## config.mk

```make
export PLATFORM = sky130hd
export DESIGN_NAME = button_conditioner
export DESIGN_NICKNAME = d
export VERILOG_FILES = /design/src/rtl/button_pkg.sv /design/src/rtl/btn_debounce_fsm.sv /design/src/rtl/button_conditioner.sv
export SDC_FILE = /design/constraint.sdc
export NUM_CORES = 1
export LEC_CHECK = 0
export BUFFER_PORTS_ARGS = -buffer_cell sky130_fd_sc_hd__buf_4
export CAP_MARGIN = 20
export CORE_MARGIN = 3
export CORE_UTILIZATION = 40
export CTS_CLUSTER_DIAMETER = 60
export DETAILED_ROUTE_END_ITERATION = 10
export GPL_TIMING_DRIVEN = 0
export MAX_ROUTING_LAYER = met4
export REMOVE_ABC_BUFFERS = 1
export SLEW_MARGIN = 20
export SYNTH_ARGS = -nofsm -noshare
export SYNTH_HDL_FRONTEND = slang
export SYNTH_HIERARCHICAL = 1
export SYNTH_SLANG_ARGS = --single-unit
```

## constraint.sdc

```tcl
create_clock -name clk -period 4.4 [get_ports clk]
set_input_delay 0.66 -clock clk [delete_from_list [all_inputs] [get_ports clk]]
set_output_delay 0.66 -clock clk [all_outputs]
set_load 0.02 [all_outputs]
```

## src/rtl/button_pkg.sv

```systemverilog
// button_pkg: shared types and constants for the button conditioner.
//   btn_state_e   - per-button debounce FSM state (2-bit enum)
//   BTN_*         - bit positions of the user buttons in btn_raw / btn_*
//   cnt_width()   - width of a counter that must hold values 0 .. max_val-1
package button_pkg;

    typedef enum logic [1:0] {
        ST_RELEASED    = 2'd0,
        ST_DEB_PRESS   = 2'd1,
        ST_PRESSED     = 2'd2,
        ST_DEB_RELEASE = 2'd3
    } btn_state_e;

    localparam int unsigned BTN_SET_CLOCK = 0;
    localparam int unsigned BTN_SET_ALARM = 1;
    localparam int unsigned BTN_MIN       = 2;
    localparam int unsigned BTN_HR        = 3;
    localparam int unsigned BTN_ALARM_OFF = 4;

    // Counters only ever reach max_val-1 before they restart or stop.
    function automatic int unsigned cnt_width(input int unsigned max_val);
        return (max_val < 2) ? 1 : $clog2(max_val);
    endfunction

endpackage

```

## src/rtl/btn_debounce_fsm.sv

```systemverilog
// btn_debounce_fsm: one button channel - 2-FF synchroniser, polarity
// normalisation, debounce FSM and (optionally) auto-repeat.
// Ports:
//   clk        system clock
//   reset      asynchronous, active-low reset
//   pad        raw asynchronous pad input
//   level      registered debounced level, 1 = pressed
//   pulse      one-cycle pulse on accepted press and on each repeat
//   long_press 1 while held past the first repeat
// Macro BUTTON_AUTO_REPEAT_EN builds the repeat counter for channels with
// REPEAT_EN=1; without it pulse fires only on press and long_press is 0.
//
// state          | meaning
// ---------------+---------------------------------------------------
// ST_RELEASED    | stable released, level=0
// ST_DEB_PRESS   | candidate press, counting stable pressed samples
// ST_PRESSED     | stable pressed, level=1
// ST_DEB_RELEASE | candidate release, counting, level still 1
module btn_debounce_fsm
    import button_pkg::*;
#(
    parameter bit          ACTIVE_LOW      = 1'b1,
    parameter int unsigned DEBOUNCE_CYCLES = 25000,
    parameter int unsigned REPEAT_DELAY    = 2500000,
    parameter int unsigned REPEAT_PERIOD   = 1000000,
    parameter bit          REPEAT_EN       = 1'b0,
    parameter int unsigned CNT_W           = 22
) (
    input  logic clk,
    input  logic reset,
    input  logic pad,
    output logic level,
    output logic pulse,
    output logic long_press
);

    localparam logic             IDLE_PAD = ACTIVE_LOW ? 1'b1 : 1'b0;
    localparam logic [CNT_W-1:0] DEB_LAST = CNT_W'(DEBOUNCE_CYCLES - 1);

    if (DEBOUNCE_CYCLES < 2) begin : g_bad_debounce
        $error("btn_debounce_fsm: DEBOUNCE_CYCLES must be at least 2");
    end
    if (REPEAT_EN && (REPEAT_DELAY < 2 || REPEAT_PERIOD < 2)) begin : g_bad_repeat
        $error("btn_debounce_fsm: REPEAT_DELAY and REPEAT_PERIOD must be at least 2");
    end

    logic [1:0]       sync_q;
    logic             s;
    btn_state_e       state_q, state_d;
    logic [CNT_W-1:0] cnt_q, cnt_d;
    logic             level_d;
    logic             press_d;
    logic             rep_fire;

    always_ff @(posedge clk or negedge reset) begin
        if (!reset) sync_q <= {2{IDLE_PAD}};
        else        sync_q <= {sync_q[0], pad};
    end

    assign s = sync_q[1] ^ ACTIVE_LOW;

    // cnt only advances while below DEB_LAST, so it can never wrap.
    always_comb begin
        state_d = state_q;
        cnt_d   = cnt_q;
        press_d = 1'b0;
        unique case (state_q)
            ST_RELEASED: begin
                if (s) begin
                    state_d = ST_DEB_PRESS;
                    cnt_d   = '0;
                end
            end
            ST_DEB_PRESS: begin
                if (!s) begin
                    state_d = ST_RELEASED;
                    cnt_d   = '0;
                end else if (cnt_q == DEB_LAST) begin
                    state_d = ST_PRESSED;
                    cnt_d   = '0;
                    press_d = 1'b1;
                end else begin
                    cnt_d = cnt_q + 1'b1;
                end
            end
            ST_PRESSED: begin
                if (!s) begin
                    state_d = ST_DEB_RELEASE;
                    cnt_d   = '0;
                end
            end
            ST_DEB_RELEASE: begin
                if (s) begin
                    state_d = ST_PRESSED;
                    cnt_d   = '0;
                end else if (cnt_q == DEB_LAST) begin
                    state_d = ST_RELEASED;
                    cnt_d   = '0;
                end else begin
                    cnt_d = cnt_q + 1'b1;
                end
            end
            default: begin
                state_d = ST_RELEASED;
                cnt_d   = '0;
            end
        endcase
        level_d = (state_d == ST_PRESSED) || (state_d == ST_DEB_RELEASE);
    end

    always_ff @(posedge clk or negedge reset) begin
        if (!reset) begin
            state_q <= ST_RELEASED;
            cnt_q   <= '0;
            level   <= 1'b0;
            pulse   <= 1'b0;
        end else begin
            state_q <= state_d;
            cnt_q   <= cnt_d;
            level   <= level_d;
            pulse   <= press_d | rep_fire;
        end
    end

`ifdef BUTTON_AUTO_REPEAT_EN
    if (REPEAT_EN) begin : g_repeat
        localparam logic [CNT_W-1:0] DELAY_LAST  = CNT_W'(REPEAT_DELAY - 1);
        localparam logic [CNT_W-1:0] PERIOD_LAST = CNT_W'(REPEAT_PERIOD - 1);

        logic [CNT_W-1:0] rcnt_q;
        logic             long_q;

        // Before the first repeat the target is the initial delay; after it
        // (long_q set) the shorter period applies.
        assign rep_fire = level && (rcnt_q == (long_q ? PERIOD_LAST : DELAY_LAST));

        always_ff @(posedge clk or negedge reset) begin
            if (!reset) begin
                rcnt_q <= '0;
                long_q <= 1'b0;
            end else begin
                if (!level || rep_fire) rcnt_q <= '0;
                else                    rcnt_q <= rcnt_q + 1'b1;
                long_q <= level_d && (long_q || rep_fire);
            end
        end

        assign long_press = long_q;
    end else begin : g_no_repeat
        assign rep_fire   = 1'b0;
        assign long_press = 1'b0;
    end
`else
    assign rep_fire   = 1'b0;
    assign long_press = 1'b0;
`endif

endmodule

```

## src/rtl/button_conditioner.sv

```systemverilog
// button_conditioner: synchronises, debounces and edge-detects the clock /
// alarm user buttons (bit 0 Set_Clock, 1 Set_Alarm, 2 MIN, 3 HR, 4 Alarm_Off).
// Ports:
//   clk        undivided system clock
//   reset      asynchronous, active-low reset
//   btn_raw    raw pad inputs
//   btn_level  registered debounced level, 1 = pressed
//   btn_pulse  one-cycle pulse per accepted press and per auto-repeat
//   btn_long   1 while held past the repeat delay
// Macro BUTTON_AUTO_REPEAT_EN enables auto-repeat on REPEAT_MASK bits.
module button_conditioner
    import button_pkg::*;
#(
    parameter int unsigned      N_BTN           = 5,
    parameter bit               ACTIVE_LOW      = 1'b1,
    parameter int unsigned      DEBOUNCE_CYCLES = 25000,
    parameter int unsigned      REPEAT_DELAY    = 2500000,
    parameter int unsigned      REPEAT_PERIOD   = 1000000,
    parameter logic [N_BTN-1:0] REPEAT_MASK     = 5'b01100
) (
    input  logic             clk,
    input  logic             reset,
    input  logic [N_BTN-1:0] btn_raw,
    output logic [N_BTN-1:0] btn_level,
    output logic [N_BTN-1:0] btn_pulse,
    output logic [N_BTN-1:0] btn_long
);

    localparam int unsigned MAX_A =
        (DEBOUNCE_CYCLES > REPEAT_DELAY) ? DEBOUNCE_CYCLES : REPEAT_DELAY;
    localparam int unsigned MAX_CNT =
        (MAX_A > REPEAT_PERIOD) ? MAX_A : REPEAT_PERIOD;
    localparam int unsigned CNT_W = cnt_width(MAX_CNT);

    for (genvar i = 0; i < N_BTN; i++) begin : g_btn
        btn_debounce_fsm #(
            .ACTIVE_LOW      (ACTIVE_LOW),
            .DEBOUNCE_CYCLES (DEBOUNCE_CYCLES),
            .REPEAT_DELAY    (REPEAT_DELAY),
            .REPEAT_PERIOD   (REPEAT_PERIOD),
            .REPEAT_EN       (REPEAT_MASK[i]),
            .CNT_W           (CNT_W)
        ) u_fsm (
            .clk        (clk),
            .reset      (reset),
            .pad        (btn_raw[i]),
            .level      (btn_level[i]),
            .pulse      (btn_pulse[i]),
            .long_press (btn_long[i])
        );
    end

endmodule

```

==> results by group <==
Timing
  • Worst slew pin tran: 1080 ps
  • Max-slew violations: 0
  • Setup violators final: 0
  • Max frequency: 0.394 GHz
  • Final setup margin: 1860 ps
  • Period utilisation layout: 57.7%
  • Unrepaired setup endpoints after global routing: false
  • Slew HR: 27.6%
  • Fin crit period: 2540 ps
  • Final hold viol count: 0
  • Setup TNS: 0 ps
  • Clock Skew: 9.09 ps
  • Hold Slack: 180 ps

Floorplanning
  • Starting density of the core: 41.0%
  • Chip width: 145 um
  • DIE AREA: 21,000 sq um
  • Die H: 145 um
  • Rows: 50
  • Core Area: 18,800 sq um
  • IO Pins: 22

Clocking
  • Clock buffer depth: 2
  • Post-CTS setup buffers: 0
  • CTS tree: done
  • CTS clk-pin slew, worst paths: 60 ps
  • Root buffer cell: clkbuf_16
  • Worst-Skew Late Latency: 420 ps
  • Depth of the CTS H-tree: 4
  • CTS buffer count: 17
  • # resized after CTS: 0
  • Sink Count: 140
  • Hold-fix buffers at CTS: 0

Worst setup path
  • Slowest stage delay, CP: 560 ps
  • Crit Reg-Reg Endpoint: g_btn[4].u_fsm/cnt_q[9]
  • R2R depth: 5
  • Crit path launch type: register
  • Cell Chain, Critical Path: or4b_1 -> or4_4 -> o21ai_4 -> o21ai_0 -> a22o_1
  • Worst Setup End Kind: register
  • Worst Path Arrival: 2850 ps
  • Slowest-stage cell, CP: or4_4
  • Worst R2R Setup Slack: 1860 ps
  • Critical path class: reg -> reg
  • CP bufs+invs: 0
  • Worst path top cell family by delay: simple AND/OR/NAND/NOR gates
  • Critical Path RT: 4710 ps
  • Worst-path fanout max: 19
  • Reg-to-reg startpoint: g_btn[4].u_fsm/cnt_q[3]

Pwr
  • Leakage power: 3.54 nW
  • Pwr dens: 333 nW/um^2
  • Peak VDD IR: 208 uV

Route
  • Vias per cell: 5.54
  • Via count: 5,899
  • Final WL: 15,800 um
  • DR DRC count: 0
  • DRT Pass-1 Iters: 5
  • First DRT Iteration DRCs: 389
  • Wire per inst: 14.8 um
  • Antenna-violating nets left: 0

GRT
  • Vias in the first global route: 5,513
  • First-pass GRT wire length: 27,300 um
  • Grt ovf: 0
  • GRT Overall Usage: 15.8%
  • Largest net degree at the start of global routing: 73
  • Initial antenna violation count: 0

Synthesis
  • Syn avg cell area: 9.77 sq um
  • Area leader, netlist: dfrtp_1
  • Post-synthesis sequential area ratio: 45.5%
  • Gate Count Post-Synth: 791
  • Yosys warnings: 6
  • Synth unique cells: 50
  • Largest cells by area after synthesis: dfrtp_1 (42%), mux2i_1 (7.8%), nand3_1 (5.3%)
  • EDFF count, synth: 0
  • Post-synth ARST share: 100%
  • Yosys top cell area share: 42.1%
  • FF+latch count, synth: 140
  • Area of the mapped netlist: 7720 sq um
  • Ys flop type: dfrtp_1

Placement
  • Post-placement setup slack: 1860 ps
  • Hpwl dp: 10,400 um
  • GPL Wtd Cong: 0.830
  • IO Port Bufs: 16

Cells and area
  • Share of post-route cells with drive strength above 1: 13.2%
  • Antenna cells: 0
  • Syn-to-layout area delta: 10.3%
  • Nets: 804

Hold path
  • Min-Delay Path Class: in -> async

Job
  • Maxcap violations: 0

Status
  • Outcome: finished, final reports clean
[registers in the layout, indices dropped and copies added (netlist names)]
name                 cells
g_btn.u_fsm/cnt_q      110
g_btn.u_fsm/level        5
g_btn.u_fsm/state_q     10
g_btn.u_fsm/pulse        5
g_btn.u_fsm/sync_q      10
[power by group]
group | total [mW] | internal (mW) | switching, mW
logic | 0.141 | 0.0434 | 0.0973
clock network | 1.37 | 0.844 | 0.528
registers | 1.32 | 1.31 | 0.0161
[how the worst max path moves through the flow]
| stage | end | startpoint | cells past startpoint |
|---|---|---|---|
| 2_1_floorplan | g_btn[4].u_fsm/cnt_q[9] | g_btn[4].u_fsm/cnt_q[3] | 5 |
| 3_3_place_gp | g_btn[4].u_fsm/cnt_q[9] | g_btn[4].u_fsm/cnt_q[3] | 5 |
| 3_5_place_dp | g_btn[4].u_fsm/cnt_q[9] | g_btn[4].u_fsm/cnt_q[3] | 5 |
| 4_1_cts | g_btn[4].u_fsm/cnt_q[9] | g_btn[4].u_fsm/cnt_q[3] | 5 |
| 5_1_grt | g_btn[0].u_fsm/cnt_q[9] | g_btn[0].u_fsm/sync_q[1] | 5 |
| 6_report | g_btn[4].u_fsm/cnt_q[9] | g_btn[4].u_fsm/cnt_q[3] | 5 |
[layout make-up]
class,count,area (sq um)
clock buffers,24,502
clock inverters,7,62.6
fillers,1771,10300
inverters,26,97.6
multi-input cells,590,3860
flip-flops and latches,140,3520
well taps,260,325
repair buffers,17,155
[Yosys cell counts, types with 13 or more instances]
cell type,instances
nand4_1,42
nand3_1,82
inv_1,26
dfrtp_1,130
a22o_1,15
mux2i_1,60
a21oi_1,63
or3_1,31
o21ai_0,33
and3_1,25
buf_6,13
nor3_1,15
nor2_1,17
nand2_1,64
and2_1,18
[metrics by stage]
step	instances	util, %	cell area [sq um]	power (mW)
detailed placement	1033	42.2	7960	1.49
CTS	1064	45.2	8520	2.87
finish	1064	45.2	8520	2.84
global route	1064	45.2	8520	2.96
floorplan	756	-	7460	1.42
global placement	1032	42.0	7910	1.48
[layer usage]
metal | track usage [%] | part of all wire (%) | vias to the layer above
li1 | - | - | 2925
met1 | 21.8 | 51 | 2856
met2 | 23.1 | 45 | 97
met3 | 3.22 | 3.3 | 21
met4 | 6.03 | 1.5 | 0
met5 | - | 0 | -
[layout by cell type (no fill, tap or decap), types with 9 or more instances in the layout]
cell type	instances
a21oi_1	63
a22o_1	15
a31oi_1	10
and2_1	18
and3_1	25
buf_4	15
clkbuf_16	17
dfrtp_1	130
dfstp_2	10
inv_1	26
mux2i_1	60
nand2_1	64
nand3_1	82
nand4_1	42
nor2_1	13
nor3_1	15
nor4_1	9
o21ai_0	33
or2_2	10
or3_1	31
xnor2_1	9
[cells by family (layout without fill, tap and decap cells)]
group	after synthesis	count (layout)	synth area share [%]
mux	64	64	8.36
buf+inv	61	74	4.63
simple gates	360	360	27.9
other cells	5	5	0.243
compound gates	142	142	11.0
fa+ha+maj	5	5	0.810
flops	140	140	45.5
xor+xnor	14	14	1.59
Note: power is estimated with default switching activity, not from simulation.
